<file path="src/rtl/i2c_pkg.sv">
// Shared definitions for the I2C register target: FSM states, ACK/NACK bus
// levels and a helper that maps a bit to drive onto SDA into the open-drain
// enable (1 = pull low).
package i2c_pkg;

    typedef enum logic [3:0] {
        IDLE,
        DEVADDR,
        ACK_DEV,
        REGIDX,
        ACK_IDX,
        WDATA,
        ACK_WR,
        RDATA,
        MACK,
        WAIT_STOP
    } state_e;

    localparam logic ACK  = 1'b0;
    localparam logic NACK = 1'b1;

    // Open-drain: a 0 on the wire needs the pull-down enabled, a 1 is a release.
    function automatic logic pull_for(input logic lvl);
        return ~lvl;
    endfunction

endpackage

</file>
<file path="src/rtl/i2c_sync_filter.sv">
// Synchronizes one raw bus line and debounces it: the filtered level only
// follows the input after FILT_LEN consecutive equal samples.
// Latency: 2 sync cycles + FILT_LEN cycles; no backpressure (free-running).
// Ports: clk/rst, raw_i (async line), lvl_o (filtered level),
//        rise_o/fall_o (one-cycle pulses, aligned with the lvl_o change).
module i2c_sync_filter #(
    parameter int FILT_LEN = 3
) (
    input  logic clk,
    input  logic rst,
    input  logic raw_i,
    output logic lvl_o,
    output logic rise_o,
    output logic fall_o
);

    logic       sync1_q, sync1_d;
    logic       sync2_q, sync2_d;
    logic       filt_q, filt_d;
    logic [3:0] cnt_q, cnt_d;
    logic       rise_q, rise_d;
    logic       fall_q, fall_d;

    always_comb begin
        sync1_d = raw_i;
        sync2_d = sync1_q;
        filt_d  = filt_q;
        cnt_d   = '0;
        // cnt_q holds how many differing samples preceded this one; any equal
        // sample restarts the run, so short glitches never reach filt_q.
        if (sync2_q != filt_q) begin
            if (cnt_q == 4'(FILT_LEN - 1)) begin
                filt_d = sync2_q;
            end else begin
                cnt_d = cnt_q + 4'd1;
            end
        end
        rise_d = filt_d & ~filt_q;
        fall_d = ~filt_d & filt_q;
    end

    // Idle bus is high, so everything resets to 1 and no edge appears on release.
    always_ff @(posedge clk or posedge rst) begin
        if (rst) begin
            sync1_q <= 1'b1;
            sync2_q <= 1'b1;
            filt_q  <= 1'b1;
            cnt_q   <= '0;
            rise_q  <= 1'b0;
            fall_q  <= 1'b0;
        end else begin
            sync1_q <= sync1_d;
            sync2_q <= sync2_d;
            filt_q  <= filt_d;
            cnt_q   <= cnt_d;
            rise_q  <= rise_d;
            fall_q  <= fall_d;
        end
    end

    assign lvl_o  = filt_q;
    assign rise_o = rise_q;
    assign fall_o = fall_q;

endmodule

</file>
<file path="src/rtl/i2c_reg_target.sv">
// I2C target exposing NUM_REGS 8-bit registers: index write, auto-increment
// data write/read, repeated START, host-side combinational read port.
// Latency: bus-bit timed; sda_oe moves 1 clk after a filtered SCL fall; no backpressure.
// Ports: clk/rst, scl_i/sda_i raw bus, sda_oe open-drain pull-down enable,
//        host_raddr/host_rdata read port, reg_we/reg_waddr/reg_wdata write
//        strobe, wr_done (STOP after a write), busy (START..STOP).
module i2c_reg_target
    import i2c_pkg::*;
#(
    parameter logic [6:0] DEV_ADDR = 7'h42,
    parameter int         NUM_REGS = 16,
    parameter int         FILT_LEN = 3,
    localparam int        IDX_W    = $clog2(NUM_REGS)
) (
    input  logic             clk,
    input  logic             rst,
    input  logic             scl_i,
    input  logic             sda_i,
    output logic             sda_oe,
    input  logic [IDX_W-1:0] host_raddr,
    output logic [7:0]       host_rdata,
    output logic             reg_we,
    output logic [IDX_W-1:0] reg_waddr,
    output logic [7:0]       reg_wdata,
    output logic             wr_done,
    output logic             busy
);

    logic scl_lvl, scl_rise, scl_fall;
    logic sda_lvl, sda_rise, sda_fall;

    i2c_sync_filter #(.FILT_LEN(FILT_LEN)) u_scl_filt (
        .clk    (clk),
        .rst    (rst),
        .raw_i  (scl_i),
        .lvl_o  (scl_lvl),
        .rise_o (scl_rise),
        .fall_o (scl_fall)
    );

    i2c_sync_filter #(.FILT_LEN(FILT_LEN)) u_sda_filt (
        .clk    (clk),
        .rst    (rst),
        .raw_i  (sda_i),
        .lvl_o  (sda_lvl),
        .rise_o (sda_rise),
        .fall_o (sda_fall)
    );

    // Both filters share one latency, so scl_lvl is coherent with the SDA edge.
    logic start_det, stop_det;
    assign start_det = sda_fall & scl_lvl;
    assign stop_det  = sda_rise & scl_lvl;

    state_e           state_q, state_d;
    logic [3:0]       bit_cnt_q, bit_cnt_d;
    logic [7:0]       shreg_q, shreg_d;
    logic [7:0]       tx_q, tx_d;
    logic             mack_q, mack_d;
    logic             rw_q, rw_d;
    logic [IDX_W-1:0] ptr_q, ptr_d;
    logic             sda_oe_q, sda_oe_d;
    logic             reg_we_q, reg_we_d;
    logic [IDX_W-1:0] reg_waddr_q, reg_waddr_d;
    logic [7:0]       reg_wdata_q, reg_wdata_d;
    logic             wr_done_q, wr_done_d;
    logic             wrote_q, wrote_d;
    logic             busy_q, busy_d;
    logic [7:0]       regs_q [NUM_REGS];
    logic [7:0]       regs_d [NUM_REGS];
    logic [IDX_W-1:0] ptr_inc;

    always_comb begin
        state_d     = state_q;
        bit_cnt_d   = bit_cnt_q;
        shreg_d     = shreg_q;
        tx_d        = tx_q;
        mack_d      = mack_q;
        rw_d        = rw_q;
        ptr_d       = ptr_q;
        sda_oe_d    = sda_oe_q;
        reg_we_d    = 1'b0;
        reg_waddr_d = reg_waddr_q;
        reg_wdata_d = reg_wdata_q;
        wr_done_d   = 1'b0;
        wrote_d     = wrote_q;
        busy_d      = busy_q;
        regs_d      = regs_q;
        ptr_inc     = (ptr_q == IDX_W'(NUM_REGS - 1)) ? '0 : ptr_q + 1'b1;

        if (start_det) begin
            // Repeated START lands here too; ptr and wrote_q carry across it.
            state_d   = DEVADDR;
            bit_cnt_d = '0;
            sda_oe_d  = 1'b0;
            busy_d    = 1'b1;
        end else if (stop_det) begin
            state_d   = IDLE;
            sda_oe_d  = 1'b0;
            busy_d    = 1'b0;
            wr_done_d = wrote_q;
            wrote_d   = 1'b0;
        end else if (scl_rise) begin
            unique case (state_q)
                DEVADDR, REGIDX, WDATA: begin
                    if (bit_cnt_q != 4'd8) begin
                        shreg_d   = {shreg_q[6:0], sda_lvl};
                        bit_cnt_d = bit_cnt_q + 4'd1;
                    end
                end
                RDATA: begin
                    if (bit_cnt_q != 4'd8) begin
                        bit_cnt_d = bit_cnt_q + 4'd1;
                    end
                end
                MACK:    mack_d = sda_lvl;
                default: ;
            endcase
        end else if (scl_fall) begin
            // The first fall after a START has bit_cnt_q == 0, so it is ignored.
            unique case (state_q)
                DEVADDR: begin
                    if (bit_cnt_q == 4'd8) begin
                        bit_cnt_d = '0;
                        if (shreg_q[7:1] == DEV_ADDR) begin
                            state_d  = ACK_DEV;
                            rw_d     = shreg_q[0];
                            sda_oe_d = pull_for(ACK);
                        end else begin
                            state_d  = WAIT_STOP;
                            sda_oe_d = pull_for(NACK);
                        end
                    end
                end
                ACK_DEV: begin
                    if (rw_q) begin
                        state_d  = RDATA;
                        tx_d     = regs_q[ptr_q];
                        sda_oe_d = pull_for(regs_q[ptr_q][7]);
                    end else begin
                        state_d  = REGIDX;
                        sda_oe_d = 1'b0;
                    end
                    bit_cnt_d = '0;
                end
                REGIDX: begin
                    if (bit_cnt_q == 4'd8) begin
                        bit_cnt_d = '0;
                        if ({1'b0, shreg_q} < 9'(NUM_REGS)) begin
                            ptr_d    = shreg_q[IDX_W-1:0];
                            state_d  = ACK_IDX;
                            sda_oe_d = pull_for(ACK);
                        end else begin
                            state_d  = WAIT_STOP;
                            sda_oe_d = pull_for(NACK);
                        end
                    end
                end
                ACK_IDX, ACK_WR: begin
                    state_d   = WDATA;
                    bit_cnt_d = '0;
                    sda_oe_d  = 1'b0;
                end
                WDATA: begin
                    if (bit_cnt_q == 4'd8) begin
                        regs_d[ptr_q] = shreg_q;
                        reg_we_d      = 1'b1;
                        reg_waddr_d   = ptr_q;
                        reg_wdata_d   = shreg_q;
                        ptr_d         = ptr_inc;
                        wrote_d       = 1'b1;
                        state_d       = ACK_WR;
                        bit_cnt_d     = '0;
                        sda_oe_d      = pull_for(ACK);
                    end
                end
                RDATA: begin
                    if (bit_cnt_q == 4'd8) begin
                        // Hand SDA to the master for its ACK/NACK.
                        state_d   = MACK;
                        bit_cnt_d = '0;
                        sda_oe_d  = 1'b0;
                    end else begin
                        // bit_cnt_q bits already clocked out; next is bit 7-bit_cnt_q.
                        sda_oe_d = pull_for(tx_q[~bit_cnt_q[2:0]]);
                    end
                end
                MACK: begin
                    if (mack_q == ACK) begin
                        ptr_d     = ptr_inc;
                        state_d   = RDATA;
                        tx_d      = regs_q[ptr_inc];
                        sda_oe_d  = pull_for(regs_q[ptr_inc][7]);
                        bit_cnt_d = '0;
                    end else begin
                        state_d  = WAIT_STOP;
                        sda_oe_d = 1'b0;
                    end
                end
                default: ;
            endcase
        end
    end

    always_ff @(posedge clk or posedge rst) begin
        if (rst) begin
            state_q     <= IDLE;
            bit_cnt_q   <= '0;
            shreg_q     <= '0;
            tx_q        <= '0;
            mack_q      <= NACK;
            rw_q        <= 1'b0;
            ptr_q       <= '0;
            sda_oe_q    <= 1'b0;
            reg_we_q    <= 1'b0;
            reg_waddr_q <= '0;
            reg_wdata_q <= '0;
            wr_done_q   <= 1'b0;
            wrote_q     <= 1'b0;
            busy_q      <= 1'b0;
            regs_q      <= '{default: 8'h00};
        end else begin
            state_q     <= state_d;
            bit_cnt_q   <= bit_cnt_d;
            shreg_q     <= shreg_d;
            tx_q        <= tx_d;
            mack_q      <= mack_d;
            rw_q        <= rw_d;
            ptr_q       <= ptr_d;
            sda_oe_q    <= sda_oe_d;
            reg_we_q    <= reg_we_d;
            reg_waddr_q <= reg_waddr_d;
            reg_wdata_q <= reg_wdata_d;
            wr_done_q   <= wr_done_d;
            wrote_q     <= wrote_d;
            busy_q      <= busy_d;
            regs_q      <= regs_d;
        end
    end

    // Reads the registered array, so a same-cycle bus write shows up next cycle.
    assign host_rdata = regs_q[host_raddr];
    assign sda_oe     = sda_oe_q;
    assign reg_we     = reg_we_q;
    assign reg_waddr  = reg_waddr_q;
    assign reg_wdata  = reg_wdata_q;
    assign wr_done    = wr_done_q;
    assign busy       = busy_q;

endmodule

</file>
<file path="config.mk">
export PLATFORM = sky130hd
export DESIGN_NAME = i2c_reg_target
export DESIGN_NICKNAME = d
export VERILOG_FILES = /design/src/rtl/i2c_pkg.sv /design/src/rtl/i2c_sync_filter.sv /design/src/rtl/i2c_reg_target.sv
export SDC_FILE = /design/constraint.sdc
export NUM_CORES = 1
export LEC_CHECK = 0
export CAP_MARGIN = 20
export CORE_UTILIZATION = 30
export DETAILED_ROUTE_END_ITERATION = 12
export DONT_BUFFER_PORTS = 1
export SYNTH_ARGS = -nofsm -noshare
export SYNTH_HDL_FRONTEND = slang
export SYNTH_HIERARCHICAL = 1
export SYNTH_SLANG_ARGS = --single-unit
</file>
<file path="constraint.sdc">
create_clock -name clk -period 7.1 [get_ports clk]
set_input_delay 0.71 -clock clk [delete_from_list [all_inputs] [get_ports clk]]
set_output_delay 0.71 -clock clk [all_outputs]
set_load 0.03 [all_outputs]
</file>
Word level (Yosys, flattened, before mapping)
Cells that the tools add are included.
{"block": "word_totals", "in_bits": 8, "ff_bits": 193, "out_inout_bits": 24}
{"block": "classes", "n_eq_ne": 33, "muxes": 80, "reduce_logical": 24, "n_addsub": 4, "order_cmp": 6, "bitwise": 20}
{"cell": "bitwise mux 128 bit", "n": 1}
{"cell": "2-to-1 mux 4 bit", "n": 28}
{"cell": "binary-select mux 8 bit (select 4 bit)", "n": 3}
{"cell": "2-to-1 mux 8 bit", "n": 9}
{"cell": "demux 8 bit (select 4 bit)", "n": 1}
{"cell": "2-to-1 mux 1 bit", "n": 31}
{"cell": "one-hot mux 4 bit (7 select lines)", "n": 1}
{"cell": "AND reduction 7 bit", "n": 4}
{"cell": "one-hot mux 4 bit (3 select lines)", "n": 2}
{"cell": "!= test 4 bit, second input constant", "n": 5}
{"cell": "adder 4 x 1 -> 4 bit, second input constant", "n": 4}
{"cell": "equality test 4 x 2 -> 1 bit, second input constant", "n": 4}
{"cell": "equality test 4 x 3 -> 1 bit, second input constant", "n": 4}
{"cell": "one-hot mux 8 bit (2 select lines)", "n": 1}
{"cell": ">= comparator 5 bit, second input constant", "n": 3}
{"cell": "NOT 4 -> 5 bit", "n": 3}
{"cell": "!= test 2 bit, second input constant", "n": 7}
{"cell": "equality test 4 bit, second input constant", "n": 3}
{"cell": "AND reduction 6 bit", "n": 2}
{"cell": "NOT 1 bit", "n": 10}
{"cell": "AND reduction 5 bit", "n": 2}
{"cell": "nonzero test 2 bit", "n": 5}
{"cell": "!= test 3 bit, second input constant", "n": 3}
{"cell": "AND reduction 9 bit", "n": 1}
{"cell": "21 further kinds", "n": 30}

Depth between registers and ports, before layout
{"block": "logic_depth", "depth_word": 13, "mapped_depth": 12}

Modules after synthesis
The synthesis kept the hierarchy.
{"mod": "i2c_reg_target", "cells_each": 697, "n_inst": 1, "area_per_inst_um2": 10413.7, "seq_area_each_um2": 4380.5}
{"mod": "i2c_sync_filter", "cells_each": 26, "n_inst": 2, "area_per_inst_um2": 352.8, "seq_area_each_um2": 229.0}

Least setup slack after synthesis
OpenSTA, ideal clock, no wires.
{"block": "synth_path", "kind": "in2out", "startpoint": "input port host_raddr[0]", "endpoint": "output port host_rdata[0]", "arrival_time_ps": 2485, "cell_stages": 5, "path_buffers": 3, "setup_slack_ps": 3905, "path_cell_list": "clkbuf_1 buf_2 clkbuf_1 mux4_2 mux4_2"}
{"block": "synth_via", "elab_chain_cells": 4}
{"element": "from (decl)", "line": "i2c_reg_target.sv:20", "text": "input logic [IDX_W-1:0] host_raddr,"}
{"element": "NOT 4 -> 5 bit (not written as such)", "line": "i2c_reg_target.sv:242", "text": "assign host_rdata = regs_q[host_raddr];"}
{"element": "binary-select mux 8 bit (select 4 bit)", "line": "i2c_reg_target.sv:242"}
{"element": "2-to-1 mux 8 bit (not written as such) (2 in series)", "line": "i2c_reg_target.sv:242"}
{"element": "to (decl)", "line": "i2c_reg_target.sv:21", "text": "output logic [7:0] host_rdata,"}
Every way passes these cells. The select of a mux whose other input is x is not followed.

Final worst setup path
{"block": "layout_path", "startpoint": "register ptr_q[1]", "endpoint": "register tx_q[5]"}
{"block": "layout_via", "elab_chain_cells": 8, "elab_cells_between_ends": 14, "cone_classes": "add/sub: 1; eq/ne: 1; mux: 10; bitwise: 2"}
{"element": "from (decl)", "line": "i2c_reg_target.sv:61", "text": "logic [IDX_W-1:0] ptr_q, ptr_d;"}
{"element": "from (signal assigned)", "line": "i2c_reg_target.sv:229", "text": "ptr_q <= ptr_d;"}
{"element": "adder 4 x 1 -> 4 bit / equality test 4 bit (equally long branches)", "line": "i2c_reg_target.sv:89", "text": "ptr_inc = (ptr_q == IDX_W'(NUM_REGS - 1)) ? '0 : ptr_q + 1'b1;"}
{"element": "2-to-1 mux 4 bit", "line": "i2c_reg_target.sv:89"}
{"element": "NOT 4 -> 5 bit (not written as such)", "line": "i2c_reg_target.sv:192", "text": "tx_d = regs_q[ptr_inc];"}
{"element": "binary-select mux 8 bit (select 4 bit)", "line": "i2c_reg_target.sv:192"}
{"element": "2-to-1 mux 8 bit (not written as such) (2 in series)", "line": "i2c_reg_target.sv:192"}
{"element": "2-to-1 mux 8 bit", "line": "i2c_reg_target.sv:189", "text": "if (mack_q == ACK) begin"}
{"element": "one-hot mux 8 bit (2 select lines) (*)", "line": "i2c_reg_target.sv:121", "text": "unique case (state_q)"}
{"element": "to (signal assigned)", "line": "i2c_reg_target.sv:226", "text": "tx_q <= tx_d;"}
{"element": "to (decl)", "line": "i2c_reg_target.sv:58", "text": "logic [7:0] tx_q, tx_d;"}
Mark *: on every way between the ends. The rest lies on a longest branch, timed or not. The select of a mux whose other input is x is not followed.
A chain may end at the register's enable or synchronous reset.

==> metrics.txt <==
outcome=finished clean; layout cell share with drive strength beyond 1=48.3%; startpoint types=register; Area growth, synth to finish=8.54%; CP max FO=37; Nets=approximately 730; Reg clk slew, reported paths=0.07 ns; Final setup viols=0; Wirelength per Cell=between 20 and 25 um; H-tree depth=4; FF-to-FF setup slack=3.42 ns; vias=roughly 6700; ys flop type=dfrtp_1; Pre-antenna DRT Iters=5; WP data arrival=3.97 ns; Starting Density=between 30% and 40%; adder-cell area share of the yosys netlist=1.13%; design area=0.0121 mm^2; hpwl dp=17.7 mm; first-pass GRT wire length=44.1 mm; clk sinks=193; asr flop ratio synth=100%; total routed wirelength=28.1 mm; vias in the first global route=6826; CTS buffer count=17; Simple-Gate Fraction of Synth Area=6.41%; Slew Viols, Final=0; post-CTS setup buffer count=0; gr ovfl total=0; xor and xnor fraction of the mapped netlist area=0.698%; vias per inst=5.61; Critical Setup Path Class=register to register; post_cts resized=0; Fin. Hold Viols=0; hold_buf cts=0; Root Buffer=clkbuf_16; CTS max path bufs=2; Crit path required time=7.38 ns; core area=0.0365 mm^2; Fillers=3530; CP Capture Type=register; post-synthesis cell type count=60; worst r2r src=ptr_q[1]; Syn Inst Count=749; Synth Area per Inst=14.8 um^2; Mapped Nets=767; TritonCTS clock tree=built; Die Height=195 um; PD cells=185 mW/mm^2; max_slew headroom=33.9%; Crit path largest cell delay=0.93 ns; n_diodes=0; Cell Area, Synth=0.0111 mm^2; crit path time final=3.68 ns; drc violations=0; routability cong.=0.829; max_cap viols=0; largest family of logic cells by synthesized area=multiplexers; Tcrit/Tclk final=between 50% and 60%; number of synthesis warnings=6; die area=0.0378 mm^2; largest net degree at the start of global routing=98; VDD IR max=roughly 0.099 mV; IO buf count=0; post-route ant nets=0; initial antenna violation count=0; worst-path cell with the longest stage delay=ha_1; Hold Crit Class=input port to async pin; Reg area=0.00484 mm^2; Reg-to-Reg End=tx_q[5]; dpl cell area=0.0115 mm^2; clk_lat worst skew=approximately 0.44 ns; placed instance count=1158; CP Cell Sequence=buf_4, inv_1, ha_1, buf_4, mux4_2, mux4_2, mux2i_1, a21oi_1; Post-Layout Cell Count=1191; EDFF count, synth=0; Initial DRC Count=719; compound-gate portion of the synthesized area=between 3 and 4%; static leakage=5.12 nW; Core Rows=70; RSZ-0062 raised after global routing=no; mux cell area share after synthesis=41.9%; FF+latch count, synth=193; chip width=195 um; worst-margin pin slew=0.991 ns; Reg2Reg Depth=8; area of the multi-input gates=0.00596 mm^2; achievable frequency=0.271 GHz; post-synthesis sequential area ratio=43.5%; worst clock skew=0.0133 ns; GRT Total Usage=about 16%; IO Pins=32; setup TNS=0 ns
## cells by family after synthesis
group                    after synthesis
AO/OA/AOI/OAI                         56
XOR/XNOR                               8
adder cells (fa/ha/maj)               10
buffers and inverters                 76
flip-flops                           193
multiplexers                         295
AND/OR/NAND/NOR                      111
## placed cells by master, fill, tap and decap left out, drive strengths merged, types with 4 or more instances in the layout
cell    instances
o21ai          15
nand4           4
xor2            4
mux2i          18
inv            13
ha             10
buf             8
dfrtp         186
nor3b           6
nor2b           9
mux4          120
nand2b          5
xnor2           4
a21oi          15
nor2           27
nand3          23
clkinv          9
clkbuf         18
nand2          18
mux2          157
dfstp           7
## layer usage
layer / global-route usage (%) / vias up / routed length [um]
li1: - / 2837 / -
met2: 24.6 / 211 / 13500
met3: 5.01 / 39 / 2040
met4: 4.88 / 0 / 635
met5: 0 / - / 0
met1: 20.1 / 3598 / 11900
## per-stage QoR
stage / hold slack (ns) / setup slack [ns] / total power, mW / util (%)
6_report: 0.117 / 3.42 / 2.24 / 33.0
5_1_grt: 0.122 / 3.19 / 2.34 / 33.0
4_1_cts: 0.106 / 3.34 / 2.27 / 32.9
3_5_place_dp: 0.347 / 3.35 / 1.33 / 31.4
3_3_place_gp: 0.348 / 3.39 / 1.32 / 31.4
2_1_floorplan: 0.345 / 1.65 / 1.30 / -
## worst max-delay path: cells and delay by family (launching register included)
family / cells / cell delay (ns)
AOI/OAI and AO/OA: 1 / 0.10
adders and majority gates: 1 / 0.93
buffers and inverters: 3 / 1.15
DFF: 1 / 0.34
muxes: 3 / 0.99
## area by class of cell
type	instances	share of cell area [%]
multi-input combinational	480	49.3
sequential	193	40.1
tap	468	4.85
clock buffer	18	3.64
clock inverter	13	0.923
timing repair buffer	8	0.726
inverter	11	0.384
## report_power, final
| group | internal [mW] | leakage, nW | switching (mW) |
|---|---|---|---|
| Combinational | 0.0571 | 2.18 | 0.0731 |
| Clock | 0.491 | 0.276 | 0.441 |
| Sequential | 1.13 | 2.66 | 0.0455 |
## synth_stat cells, drive strengths merged (3+ instances only)
cell type  instances  area share, %
nor2b              9           0.51
nor3b              6           0.45
buf               33            1.5
xor2               4           0.32
o31ai              3           0.20
dfrtp            186             42
nand4              4           0.23
nor3               3           0.13
xnor2              4           0.38
nand2b             5           0.28
mux2             157             16
clkbuf            32            1.1
and2               3           0.17
nor2              27           0.91
ha                10            1.1
nand3             23            2.2
a2bb2oi            3           0.24
o21ai             15           0.68
inv               11           0.37
nand2             18           0.61
a21oi             15           0.68
a22oi              3           0.20
mux2i             18            1.6
dfstp              7            1.7
mux4             120             24
## worst max-delay path by stage
| stage | start | to | slack, ns | cells past startpoint |
|---|---|---|---|---|
| final | ptr_q[1] | tx_q[5] | 3.42 | 8 |
| after global routing | ptr_q[1] | tx_q[5] | 3.19 | 8 |
| after CTS | ptr_q[1] | tx_q[5] | 3.34 | 8 |
| after detailed placement | ptr_q[1] | tx_q[5] | 3.35 | 8 |
| after global placement | ptr_q[1] | tx_q[5] | 3.39 | 8 |
| after floorplan | rst | bit_cnt_q[0] | 1.65 | 1 |
## registers in the layout, indices dropped and copies added, names as in the netlist, 4 cells and up
name,flops
tx_q,8
state_q,4
u_sda_filt/cnt_q,4
regs_q,128
ptr_q,4
reg_waddr,4
shreg_q,8
reg_wdata,8
u_scl_filt/cnt_q,4
bit_cnt_q,4
Power figures use the tool's default switching activity.
